## config.mk

```make
export PLATFORM = sky130hd
export DESIGN_NAME = uart_host_ctrl_flat
export DESIGN_NICKNAME = d
export VERILOG_FILES = /design/src/rtl/uart_host_ctrl_if.sv /design/src/rtl/uart_host_ctrl.sv /design/src/flat_wrapper.sv
export SDC_FILE = /design/constraint.sdc
export NUM_CORES = 1
export LEC_CHECK = 0
export CORE_AREA = 5 5 87 57
export CTS_CLUSTER_DIAMETER = 200
export DETAILED_ROUTE_END_ITERATION = 8
export DIE_AREA = 0 0 92 62
export PLACE_DENSITY = 0.85
export SETUP_SLACK_MARGIN = 0.05
export SLEW_MARGIN = 20
export SYNTH_ARGS = -nofsm -noshare
export SYNTH_HDL_FRONTEND = slang
export SYNTH_SLANG_ARGS = --single-unit
```

## constraint.sdc

```tcl
create_clock -name CLK -period 2.67 [get_ports CLK]
set_clock_uncertainty 0.05 [all_clocks]
set_input_delay 0.4005 -clock CLK [delete_from_list [all_inputs] [get_ports CLK]]
set_output_delay 0.4005 -clock CLK [all_outputs]
set_load 0.05 [all_outputs]
```

## src/rtl/uart_host_ctrl_if.sv

```systemverilog
// Byte-stream channels between fabric logic and uart_host_ctrl.
// slave: the controller side. master: the fabric side.
interface uart_host_ctrl_if;
  logic [7:0] tx_data;
  logic       tx_valid;
  logic       tx_ready;
  logic [7:0] rx_data;
  logic [2:0] rx_err;
  logic       rx_valid;
  logic       rx_ready;

  modport slave (
    input  tx_data, tx_valid, rx_ready,
    output tx_ready, rx_data, rx_err, rx_valid
  );

  modport master (
    output tx_data, tx_valid, rx_ready,
    input  tx_ready, rx_data, rx_err, rx_valid
  );
endinterface

```

## src/rtl/uart_host_ctrl.sv

```systemverilog
// Bus-side initiator for the CoreUART parallel interface: turns a transmit
// byte stream into CSN/WEN write strobes, polls RXRDY to issue CSN/OEN read
// strobes, returns received bytes with error flags, and counts error reads.
module uart_host_ctrl #(
  parameter bit          RX_PRIORITY   = 1'b1,
  parameter int unsigned SETTLE_CYCLES = 2
) (
  input  logic                  CLK,
  input  logic                  RESET_N,
  uart_host_ctrl_if.slave       host,
  output logic [7:0]            err_cnt,
  input  logic                  err_cnt_clr,
  output logic                  CSN,
  output logic                  WEN,
  output logic                  OEN,
  output logic [7:0]            DATA_IN,
  input  logic [7:0]            DATA_OUT,
  input  logic                  TXRDY,
  input  logic                  RXRDY,
  input  logic                  PARITY_ERR,
  input  logic                  FRAMING_ERR,
  input  logic                  OVERFLOW
);

  typedef enum logic [1:0] {IDLE, WRITE, READ, SETTLE} state_t;

  localparam logic [3:0] SETTLE_LAST = 4'(SETTLE_CYCLES - 1);

  state_t     state, state_nxt;
  logic [3:0] settle_cnt;
  logic       rd_elig, wr_elig, grant_rd, grant_wr;
  logic [7:0] rx_data_q;
  logic [2:0] rx_err_q;
  logic       rx_valid_q;

  assign host.tx_ready = grant_wr;
  assign host.rx_data  = rx_data_q;
  assign host.rx_err   = rx_err_q;
  assign host.rx_valid = rx_valid_q;

  // Arbitration in IDLE and next-state selection.
  // Write eligibility is gated by RESET_N so tx_ready reads 0 while in reset.
  always_comb begin
    state_nxt = state;
    grant_rd  = 1'b0;
    grant_wr  = 1'b0;
    rd_elig   = RXRDY & ~rx_valid_q;
    wr_elig   = host.tx_valid & TXRDY & RESET_N;
    unique case (state)
      IDLE: begin
        if (rd_elig && (RX_PRIORITY || !wr_elig)) begin
          grant_rd  = 1'b1;
          state_nxt = READ;
        end else if (wr_elig) begin
          grant_wr  = 1'b1;
          state_nxt = WRITE;
        end
      end
      WRITE:   state_nxt = SETTLE;
      READ:    state_nxt = SETTLE;
      SETTLE:  if (settle_cnt == SETTLE_LAST) state_nxt = IDLE;
      default: state_nxt = IDLE;
    endcase
  end

  // State register.
  always_ff @(posedge CLK or negedge RESET_N) begin
    if (!RESET_N) state <= IDLE;
    else          state <= state_nxt;
  end

  // Settle-cycle counter: runs only while in SETTLE.
  always_ff @(posedge CLK or negedge RESET_N) begin
    if (!RESET_N)              settle_cnt <= '0;
    else if (state != SETTLE)  settle_cnt <= '0;
    else                       settle_cnt <= settle_cnt + 4'd1;
  end

  // Strobes are registered from the next state so they are glitch-free and
  // low for exactly the one WRITE/READ cycle; DATA_IN holds the last byte.
  always_ff @(posedge CLK or negedge RESET_N) begin
    if (!RESET_N) begin
      CSN     <= 1'b1;
      WEN     <= 1'b1;
      OEN     <= 1'b1;
      DATA_IN <= '0;
    end else begin
      CSN <= (state_nxt != WRITE) && (state_nxt != READ);
      WEN <= (state_nxt != WRITE);
      OEN <= (state_nxt != READ);
      if (grant_wr) DATA_IN <= host.tx_data;
    end
  end

  // Receive capture at the end of the READ cycle; held until consumed.
  always_ff @(posedge CLK or negedge RESET_N) begin
    if (!RESET_N) begin
      rx_data_q  <= '0;
      rx_err_q   <= '0;
      rx_valid_q <= 1'b0;
    end else if (state == READ) begin
      rx_data_q  <= DATA_OUT;
      rx_err_q   <= {OVERFLOW, FRAMING_ERR, PARITY_ERR};
      rx_valid_q <= 1'b1;
    end else if (rx_valid_q && host.rx_ready) begin
      rx_valid_q <= 1'b0;
    end
  end

  // Saturating error-read counter; clear wins over increment.
  always_ff @(posedge CLK or negedge RESET_N) begin
    if (!RESET_N) begin
      err_cnt <= '0;
    end else if (err_cnt_clr) begin
      err_cnt <= '0;
    end else if ((state == READ) && ({OVERFLOW, FRAMING_ERR, PARITY_ERR} != 3'b000)
                 && (err_cnt != 8'hFF)) begin
      err_cnt <= err_cnt + 8'd1;
    end
  end

endmodule

```

## src/flat_wrapper.sv

```systemverilog
// flat-port wrapper written by rule: the top's interface ports become plain ports
module uart_host_ctrl_flat 
#(
  parameter bit          RX_PRIORITY   = 1'b1,
  parameter int unsigned SETTLE_CYCLES = 2
)
  (CLK, RESET_N, err_cnt, err_cnt_clr, CSN, WEN, OEN, DATA_IN, DATA_OUT, TXRDY, RXRDY, PARITY_ERR, FRAMING_ERR, OVERFLOW, host_tx_data, host_tx_valid, host_rx_ready, host_tx_ready, host_rx_data, host_rx_err, host_rx_valid);
  uart_host_ctrl_if host_i ();
  input  logic CLK;
  input  logic RESET_N;
  output logic [7:0] err_cnt;
  input  logic err_cnt_clr;
  output logic CSN;
  output logic WEN;
  output logic OEN;
  output logic [7:0] DATA_IN;
  input  logic [7:0] DATA_OUT;
  input  logic TXRDY;
  input  logic RXRDY;
  input  logic PARITY_ERR;
  input  logic FRAMING_ERR;
  input  logic OVERFLOW;
  input wire logic [$bits(host_i.tx_data)-1:0] host_tx_data;
  input wire logic [$bits(host_i.tx_valid)-1:0] host_tx_valid;
  input wire logic [$bits(host_i.rx_ready)-1:0] host_rx_ready;
  output wire logic [$bits(host_i.tx_ready)-1:0] host_tx_ready;
  output wire logic [$bits(host_i.rx_data)-1:0] host_rx_data;
  output wire logic [$bits(host_i.rx_err)-1:0] host_rx_err;
  output wire logic [$bits(host_i.rx_valid)-1:0] host_rx_valid;
  assign host_i.tx_data = host_tx_data;
  assign host_i.tx_valid = host_tx_valid;
  assign host_i.rx_ready = host_rx_ready;
  assign host_tx_ready = host_i.tx_ready;
  assign host_rx_data = host_i.rx_data;
  assign host_rx_err = host_i.rx_err;
  assign host_rx_valid = host_i.rx_valid;
  uart_host_ctrl #(.RX_PRIORITY(RX_PRIORITY), .SETTLE_CYCLES(SETTLE_CYCLES)) u_core (.CLK(CLK), .RESET_N(RESET_N), .host(host_i), .err_cnt(err_cnt), .err_cnt_clr(err_cnt_clr), .CSN(CSN), .WEN(WEN), .OEN(OEN), .DATA_IN(DATA_IN), .DATA_OUT(DATA_OUT), .TXRDY(TXRDY), .RXRDY(RXRDY), .PARITY_ERR(PARITY_ERR), .FRAMING_ERR(FRAMING_ERR), .OVERFLOW(OVERFLOW));
endmodule
```

==> results of run 1 <==
per-layer routing:
| layer | vias to the layer above | GRT usage (%) | part of all wire, % |
|---|---|---|---|
| li1 | 622 | - | - |
| met1 | 638 | 19.8 | 44 |
| met2 | 61 | 23.1 | 43 |
| met3 | 2 | 9.75 | 13 |
| met4 | 0 | 3.81 | 0.40 |
| met5 | - | 0 | 0 |
sequential cells by signal, summed over array words and instances (netlist names):
register and flops:
u_core.CSN 1, u_core.DATA_IN 8, u_core.OEN 1, u_core.WEN 1, u_core.err_cnt 8, u_core.host.rx_data 8, u_core.host.rx_err 3, u_core.host.rx_valid 1
u_core.settle_cnt 4, u_core.state 2
metrics by stage:
step | utilization [%] | instance area, um^2 | setup WS (ns) | total power [W]
after global placement | 59.3 | 2380 | 0.669 | 0.00257
after floorplan | - | 1750 | 0.792 | 0.00206
after CTS | 62.2 | 2490 | 0.545 | 0.00312
final | 62.2 | 2490 | 0.550 | 0.00308
after global routing | 62.2 | 2490 | 0.464 | 0.00327
after detailed placement | 59.3 | 2380 | 0.630 | 0.00260
final cells by class:
cell class              count  area [um^2]  share of cell area (%)
flip-flops and latches     37          930                    37.3
multi-input cells          88          758                    30.4
repair buffers             59          591                    23.7
clock buffers               7         86.3                    3.46
well taps                  50         62.6                    2.51
inverters                  10         37.5                    1.50
clock inverters             1         30.0                    1.20
cells by family (layout without fill, tap and decap cells):
group	after synthesis	in the layout
and+or+nand+nor	35	35
DFF	37	37
buffers and inverters	14	77
muxes	22	22
adders and majority gates	8	8
AOI/OAI and AO/OA	21	21
xor gates and xnor gates	2	2
synth_stat cells, types with 2 or more instances:
cell type   n
dfrtp_1    34
mux2_2     20
inv_1       9
ha_1        8
nor2_1      7
and3_1      5
nand2_1     5
a21oi_1     3
a41oi_1     3
dfstp_2     3
nand3_1     3
nor2b_1     3
a211oi_1    2
a311oi_1    2
a32o_1      2
and2_1      2
buf_2       2
nand2b_1    2
nor4_1      2
cell usage in the layout, fill, tap and decap left out, types with 2 or more instances in the layout:
cell	instances
a311oi_1	2
nand2_1	5
nand3_1	3
inv_1	9
buf_4	2
clkdlybuf4s50_1	55
clkbuf_8	6
a32o_1	2
and2_1	2
dfstp_2	3
nor4_1	2
ha_1	8
mux2_2	20
nand2b_1	2
a211oi_1	2
nor2b_1	3
a41oi_1	3
dfrtp_1	34
nor2_1	7
a21oi_1	3
and3_1	5
power groups by stage:
stage	Clock [W]	Sequential [W]	Combinational [W]
5_1_grt	0.000536	0.000944	0.00179
4_1_cts	0.000510	0.000914	0.00169
6_report	0.000492	0.000910	0.00167
3_5_place_dp	0	0.000922	0.00168
3_3_place_gp	0	0.000909	0.00166
2_1_floorplan	0	0.00151	0.000547
worst max path at each step:
stage,startpoint,end,slack [ns],cells past startpoint
2_1_floorplan,u_core.state[0],u_core.CSN,0.79,6
3_3_place_gp,host_tx_valid,u_core.CSN,0.67,6
3_5_place_dp,host_tx_valid,u_core.CSN,0.63,6
4_1_cts,u_core.err_cnt[3],err_cnt[3],0.54,1
5_1_grt,u_core.state[0],host_tx_ready,0.46,5
6_report,u_core.err_cnt[3],err_cnt[3],0.55,1
==> flow_summary.json, run 1 <==
{
  "fin_crit_sh_pct": 79.4,
  "synth_cell_types": 41,
  "p_int_w": 0.00174,
  "swShare_pct": 43.3,
  "nFillCells": 339,
  "synth_compound_area_share_pct": 10.7,
  "post_cts_buffers": 0,
  "route.detailed.drc": 0,
  "cp_top_family": "buffers and inverters",
  "drv_slew": 0,
  "synth_top_cell_area_share_pct": 48.6,
  "rsz0062_at_grt": "false",
  "synth.net_count": 173,
  "wirelength_um": 4010,
  "cts.clk_slew.worst_paths_ns": 0.07,
  "netlist_area_um2": 1750,
  "syn_inst": 139,
  "worstMarginPinSlew_ns": 0.536,
  "yosys.area_share.simple_pct": 11.8,
  "crit_type": "flip-flop to output pin",
  "max_slew_margin_pct": 64.2,
  "synthTopCellsByArea": "dfrtp_1 (49%), mux2_2 (13%), ha_1 (5.7%)",
  "cts_buffer_depth": 2,
  "synth_mux_area_share_pct": 14.1,
  "end_kind": "output pin",
  "synthFlopType": "dfrtp_1",
  "hpwlAfterDp_um": 3050,
  "place_inst": 244,
  "nNetsFinal": 235,
  "n_antenna_cell": 0,
  "antenna_found_initial": 0,
  "period_minus_slack_ns": 2.12,
  "dr_total_vias": 1323,
  "gp_congestion": 0.749,
  "grt_pass1_wl_um": 6840,
  "yosysTopAreaCell": "dfrtp_1",
  "r2r_start": "u_core.state[0]",
  "worstRegToRegCells": 6,
  "ctsHoldBuffers": 0,
  "drive_above_1_share_pct": 21.8,
  "worstPathCellList": "clkdlybuf4s50_1",
  "numCtsBuffers": 5,
  "rows": 18,
  "die_h_um": 62,
  "vdd.ir_drop.worst_mv": 0.704,
  "htree_levels": 2,
  "fmax_ghz": 0.472,
  "ys_seq_elements": 37,
  "ys_warn_count": 0,
  "pwr-share-seq_pct": 29.6,
  "timing.final.setup_violations": 0,
  "cp_max_fo": 10,
  "wl_per_cell_um": 15.9,
  "syn_to_final_growth_pct": 42.5,
  "power.leakage_nw": 1.07,
  "viasPerCell": 5.25,
  "overflow": 0,
  "stdcell_count": 252,
  "clockPowerShare_pct": 16.0,
  "cts_resized": 0,
  "cp-start-kind": "flip-flop",
  "synth_edf_count": 0,
  "slowest_delay_ns": 0.87,
  "io_pins": 58,
  "synth_top_family_by_area": "multiplexers",
  "path_buf_inv": 1,
  "setup_tns_ns": 0,
  "synth_fa_ha_area_share_pct": 5.72,
  "worst_hold_slack_ns": 0.140,
  "die_w_um": 92,
  "power.density_nw_per_um2": 1230,
  "drt-pass1-iter-count": 4,
  "pwr-share-comb_pct": 54.4,
  "clk_latency_ns": 0.28,
  "status": "complete, no violations",
  "die_area_um2": 5700,
  "hold_violations": 0,
  "cp_slowest_cell": "clkdlybuf4s50_1",
  "grt_pass1_vias": 1385,
  "worstReg2RegEnd": "u_core.CSN",
  "worstPathRequired_ns": 2.22,
  "postRouteAntennaNets": 0,
  "reg2reg_slack_ns": 0.62,
  "root_buffer": "clkbuf_8",
  "track_usage_pct": 15.7,
  "avgSynthCellArea_um2": 12.6,
  "worstPathArrival_ns": 1.67,
  "first_iter_violations": 48,
  "switchingPower_w": 0.00133,
  "clock-sinks": 37,
  "seq_area_frac_synth_pct": 53.1,
  "portBuffers": 57,
  "yosys.area_share.xor_xnor_pct": 1.00,
  "start_util_pct": 43.7,
  "hold_path_class": "primary input to asynchronous set/reset pin",
  "grt_max_degree": 38,
  "cts_tree": "yes",
  "core_um2": 4010,
  "synth_async_sr_flop_share_pct": 100,
  "maxCapViolations": 0
}
No activity file was read; power rests on OpenSTA's default activity.
==> run 2: changes to the inputs <==
CORE_AREA = 5 5 91 59   (was 5 5 87 57)
DIE_AREA = 0 0 96 64   (was 0 0 92 62)
PLACE_DENSITY = 0.82   (was 0.85)
clock period = 1.9 ns   (was 2.67 ns; I/O delays follow)
==> run 2 against run 1 <==
  * Via count is 1.8% higher
  * Non-clock buffer count is 6 higher
  * Flip-flop and latch count is the same
  * Sequential power increased by 38%
  * Routed wire length up 1.6%
  * Highest routed layer unchanged
==> flow_summary.json, run 2 (synthesis results as in run 1) <==
{
  "status": "complete, no violations",
  "pre_cts_ws_ns": 0.0267,
  "hold_path_class": "primary input to asynchronous set/reset pin",
  "antenna_found_initial": 0,
  "slowest_delay_ns": 0.39,
  "place_inst": 262,
  "die_w_um": 96,
  "track_usage_pct": 14.2,
  "total_power_w": 0.00429,
  "drv_slew": 0,
  "path_buf_inv": 3,
  "gp_congestion": 0.786,
  "final_common_cell": "clkdlybuf4s50_1",
  "ctsHoldBuffers": 0,
  "rows": 19,
  "hpwlAfterDp_um": 3050,
  "cp_max_fo": 11,
  "period_minus_slack_ns": 1.80,
  "numCtsBuffers": 5,
  "fin_crit_sh_pct": 94.7,
  "final_area_um2": 2540,
  "regArea_um2": 930,
  "maxCapViolations": 0,
  "rsz0062_at_grt": "true",
  "vdd.ir_drop.worst_mv": 1.08,
  "cts_buffer_depth": 2,
  "end_kind": "output pin",
  "crit_type": "flip-flop to output pin",
  "die_h_um": 64,
  "htree_levels": 2,
  "clk_latency_ns": 0.29,
  "wl_per_cell_um": 15.0,
  "worstPathArrival_ns": 1.46,
  "timing.final.setup_violations": 0,
  "wirelength_um": 4070,
  "first_iter_violations": 75,
  "route.detailed.drc": 0,
  "clock-sinks": 37,
  "stdcell_count": 271,
  "worstPathCellList": "inv_2, ha_2, nand3_2, inv_4, buf_12",
  "root_buffer": "clkbuf_8",
  "syn_to_final_growth_pct": 45.0,
  "worstPathRequired_ns": 1.56,
  "portBuffers": 57,
  "cts.clk_slew.worst_paths_ns": 0.08,
  "grt_max_degree": 38,
  "cts_tree": "yes",
  "overflow": 0,
  "power.density_nw_per_um2": 1690,
  "power.leakage_nw": 1.17,
  "layout_common_cells": "clkdlybuf4s50_1 (35), dfrtp_1 (34), mux2_2 (20), buf_4 (20), inv_1 (8)",
  "die_area_um2": 6140,
  "grt_pass1_vias": 1450,
  "worst_slack_ns": 0.101,
  "hold_violations": 0,
  "multi_input_area_um2": 781,
  "grt_pass1_wl_um": 6780,
  "cp-start-kind": "flip-flop",
  "max_slew_margin_pct": 64.6,
  "dr_total_vias": 1347,
  "fmax_ghz": 0.556,
  "setup_tns_ns": 0,
  "place_area_um2": 2410,
  "start_util_pct": 39.6,
  "nNetsFinal": 241,
  "io_pins": 58,
  "worstMarginPinSlew_ns": 0.530,
  "drive_above_1_share_pct": 32.2,
  "n_antenna_cell": 0,
  "cp_top_family": "buffers and inverters",
  "cp_slowest_cell": "dfrtp_1",
  "postRouteAntennaNets": 0,
  "core_um2": 4420,
  "drt-pass1-iter-count": 4,
  "viasPerCell": 4.97,
  "nFillCells": 381
}
## run 2: area by class of cell
type | count | area share (%)
Inverter | 10 | 1.58
Timing Repair Buffer | 65 | 24.5
Sequential cell | 37 | 36.6
Clock inverter | 2 | 0.592
Clock buffer | 6 | 2.86
Multi-Input combinational cell | 88 | 30.8
Tap cell | 63 | 3.11
## run 2: worst reg2reg max path, cell delays in order (launching register included)
cell      delay (ns)
dfrtp_1         0.39
inv_2           0.08
ha_2            0.27
or2_4           0.24
o21bai_4        0.18
a32o_1          0.23
ha_1            0.26
## run 2: power breakdown
part | leakage, nW | switching [W] | internal (W)
logic | 0.666 | 0.00148 | 0.000996
clock network | 0.0374 | 0.000285 | 0.000258
registers | 0.462 | 0.000163 | 0.00110
total | 1.17 | 0.00193 | 0.00236
## run 2: worst paths after layout
path | cells after the start | end | startpoint | slack [ns]
hold reg to reg | 1 | u_core.settle_cnt[0] | u_core.settle_cnt[0] | 0.44
max in group asynchronous | 2 | u_core.WEN | RESET_N | 1.41
setup / recovery | 5 | host_tx_ready | u_core.state[0] | 0.10
min in group CLK | 1 | u_core.settle_cnt[0] | u_core.settle_cnt[0] | 0.44
setup reg to reg | 6 | u_core.CSN | u_core.state[0] | 0.12
hold / removal | 2 | u_core.err_cnt[5] | RESET_N | 0.04
## run 2: per-stage QoR
step / utilization [%] / hold slack (ns)
6_report: 57.4 / 0.0427
2_1_floorplan: - / -0.0606
4_1_cts: 56.6 / 0.0630
3_5_place_dp: 54.6 / 0.379
5_1_grt: 57.4 / 0.0836
3_3_place_gp: 54.6 / 0.382
## run 2: repair_timing
action / 4_1_cts / 5_1_grt
buffers inserted: 0 / 1
pin swaps: 0 / 2
setup endpoints to repair: 2 / 9
gates resized for setup: 2 / 9
## run 2: per-layer routing
metal | up-vias | share of wire (%) | GRT usage (%)
met5 | - | 0 | 0
met4 | 0 | 1.3 | 5.50
met3 | 6 | 12 | 7.97
met2 | 60 | 41 | 19.5
met1 | 643 | 46 | 18.5
li1 | 638 | - | -
==> run 3: changes to the inputs <==
CORE_AREA = 5 5 77 72   (was 5 5 91 59)
DIE_AREA = 0 0 82 77   (was 0 0 96 64)
PLACE_DENSITY = 0.79   (was 0.82)
==> run 3 against run 2 <==
  * Clock power down 3%
  * Critical path depth fell by 4
  * First-iteration DRC count is 27% higher
  * Setup slack improved by 0.0085 ns
==> flow_summary.json, run 3 (synthesis results as in run 1) <==
{
  "status": "complete, no violations",
  "vdd.ir_drop.worst_mv": 0.970,
  "power.density_nw_per_um2": 1670,
  "syn_to_final_growth_pct": 44.9,
  "nFillCells": 427,
  "setup_tns_ns": 0,
  "track_usage_pct": 13.5,
  "cp_top_family": "buffers and inverters",
  "slowest_delay_ns": 0.81,
  "p_int_w": 0.00236,
  "cts_tree": "yes",
  "cts.clk_slew.worst_paths_ns": 0.07,
  "worstPathArrival_ns": 1.46,
  "max_slew_margin_pct": 64.4,
  "hold_path_class": "primary input to asynchronous set/reset pin",
  "route.detailed.drc": 0,
  "grt_pass1_vias": 1438,
  "htree_levels": 2,
  "grt_max_degree": 38,
  "wirelength_um": 3810,
  "pwr-share-seq_pct": 29.7,
  "rows": 24,
  "worstPathRequired_ns": 1.56,
  "cp_max_fo": 2,
  "clk_latency_ns": 0.29,
  "hpwlAfterDp_um": 2880,
  "wl_per_cell_um": 14.0,
  "start_util_pct": 37.4,
  "pre_cts_ws_ns": -0.00557,
  "gp_congestion": 0.774,
  "layout_common_cells": "clkdlybuf4s50_1 (38), dfrtp_1 (34), mux2_2 (20)",
  "hold_violations": 0,
  "ctsHoldBuffers": 0,
  "nNetsFinal": 241,
  "drive_above_1_share_pct": 30.8,
  "worstPathCellList": "clkdlybuf4s50_1",
  "clock-sinks": 37,
  "maxCapViolations": 0,
  "end_kind": "output pin",
  "pwr-share-comb_pct": 57.9,
  "postRouteAntennaNets": 0,
  "cp_slowest_cell": "clkdlybuf4s50_1",
  "period_minus_slack_ns": 1.79,
  "path_depth": 1,
  "first_iter_violations": 95,
  "root_buffer": "clkbuf_8",
  "clockPowerShare_pct": 12.4,
  "worst_slack_ns": 0.110,
  "fin_crit_sh_pct": 94.2,
  "r2r_start": "u_core.state[0]",
  "cts_buffer_depth": 2,
  "stdcell_count": 273,
  "setup.worst_path.start": "u_core.DATA_IN[7]",
  "grt_pass1_wl_um": 6620,
  "core_um2": 4680,
  "place_inst": 264,
  "swShare_pct": 44.4,
  "io_pins": 58,
  "final_common_cell": "clkdlybuf4s50_1",
  "power.leakage_nw": 1.17,
  "die_area_um2": 6310,
  "drv_slew": 0,
  "portBuffers": 57,
  "dr_total_vias": 1327,
  "crit_type": "flip-flop to output pin",
  "timing.final.setup_violations": 0,
  "antenna_found_initial": 0,
  "rsz0062_at_grt": "true",
  "drt-pass1-iter-count": 4,
  "viasPerCell": 4.86,
  "n_antenna_cell": 0,
  "switchingPower_w": 0.00189,
  "worstMarginPinSlew_ns": 0.533,
  "reg2reg_slack_ns": 0.12,
  "overflow": 0,
  "worst_hold_slack_ns": 0.427,
  "numCtsBuffers": 5,
  "fmax_ghz": 0.559,
  "worstRegToRegCells": 6,
  "die_w_um": 82,
  "cp-start-kind": "flip-flop",
  "path_buf_inv": 1,
  "die_h_um": 77
}
run 3: changes by cell type in the layout (fill, tap and decap cells not counted), sizes merged:
| cell | previous run | this run |
|---|---|---|
| clkinvlp | 2 | 0 |
| buf | 23 | 20 |
| clkdlybuf4s50 | 35 | 38 |
| clkinv | 0 | 2 |
run 3: worst register-to-register path, cell delays in order, from the launching register on:
cell	delay, ns
dfrtp_1	0.39
inv_2	0.07
ha_2	0.27
or2_4	0.24
o21bai_4	0.18
a32o_2	0.24
ha_1	0.26
run 3: final cells by class:
cell class / instances / area [um^2] / share of cell area, %
clock buffers: 6 / 72.6 / 2.86
inverters: 10 / 40.0 / 1.58
multi-input cells: 88 / 776 / 30.6
well taps: 65 / 81.3 / 3.21
clock inverters: 2 / 10.0 / 0.395
repair buffers: 65 / 627 / 24.7
flip-flops and latches: 37 / 930 / 36.7
run 3: path summary, 6_finish.rpt:
check                                  endpoint
min in group CLK           u_core.settle_cnt[0]
min                           u_core.DATA_IN[4]
max                                  DATA_IN[7]
max reg2reg                          u_core.CSN
max in group asynchronous            u_core.CSN
min reg2reg                u_core.settle_cnt[0]
run 3: power by group through the flow:
| stage | Sequential (W) | Clock [W] | Combinational, W |
|---|---|---|---|
| finish | 0.00126 | 0.000526 | 0.00246 |
| global route | 0.00131 | 0.000577 | 0.00264 |
| CTS | 0.00127 | 0.000545 | 0.00247 |
| detailed placement | 0.00128 | 0 | 0.00247 |
| global placement | 0.00127 | 0 | 0.00244 |
| floorplan | 0.00212 | 0 | 0.000826 |
run 3: what timing repair did:
item,in CTS,in global routing
setup endpoints to repair,2,9
pin swaps,0,2
buffers inserted,0,1
resized for setup,2,8
run 3: routing by layer:
metal | vias up | track usage (%) | wire [um] | share of wire [%]
li1 | 639 | - | - | -
met1 | 641 | 16.2 | 1580 | 42
met2 | 41 | 19.7 | 1730 | 45
met3 | 6 | 8.08 | 434 | 11
met4 | 0 | 4.98 | 66 | 1.7
met5 | - | 0 | 0 | 0
run 3: per-stage QoR:
step	instance area, um^2	total power, W	utilization (%)
after global routing	2540	0.00453	54.1
after detailed placement	2430	0.00375	51.8
after global placement	2430	0.00371	51.8
final	2540	0.00425	54.1
after CTS	2510	0.00429	53.6
after floorplan	1760	0.00295	-
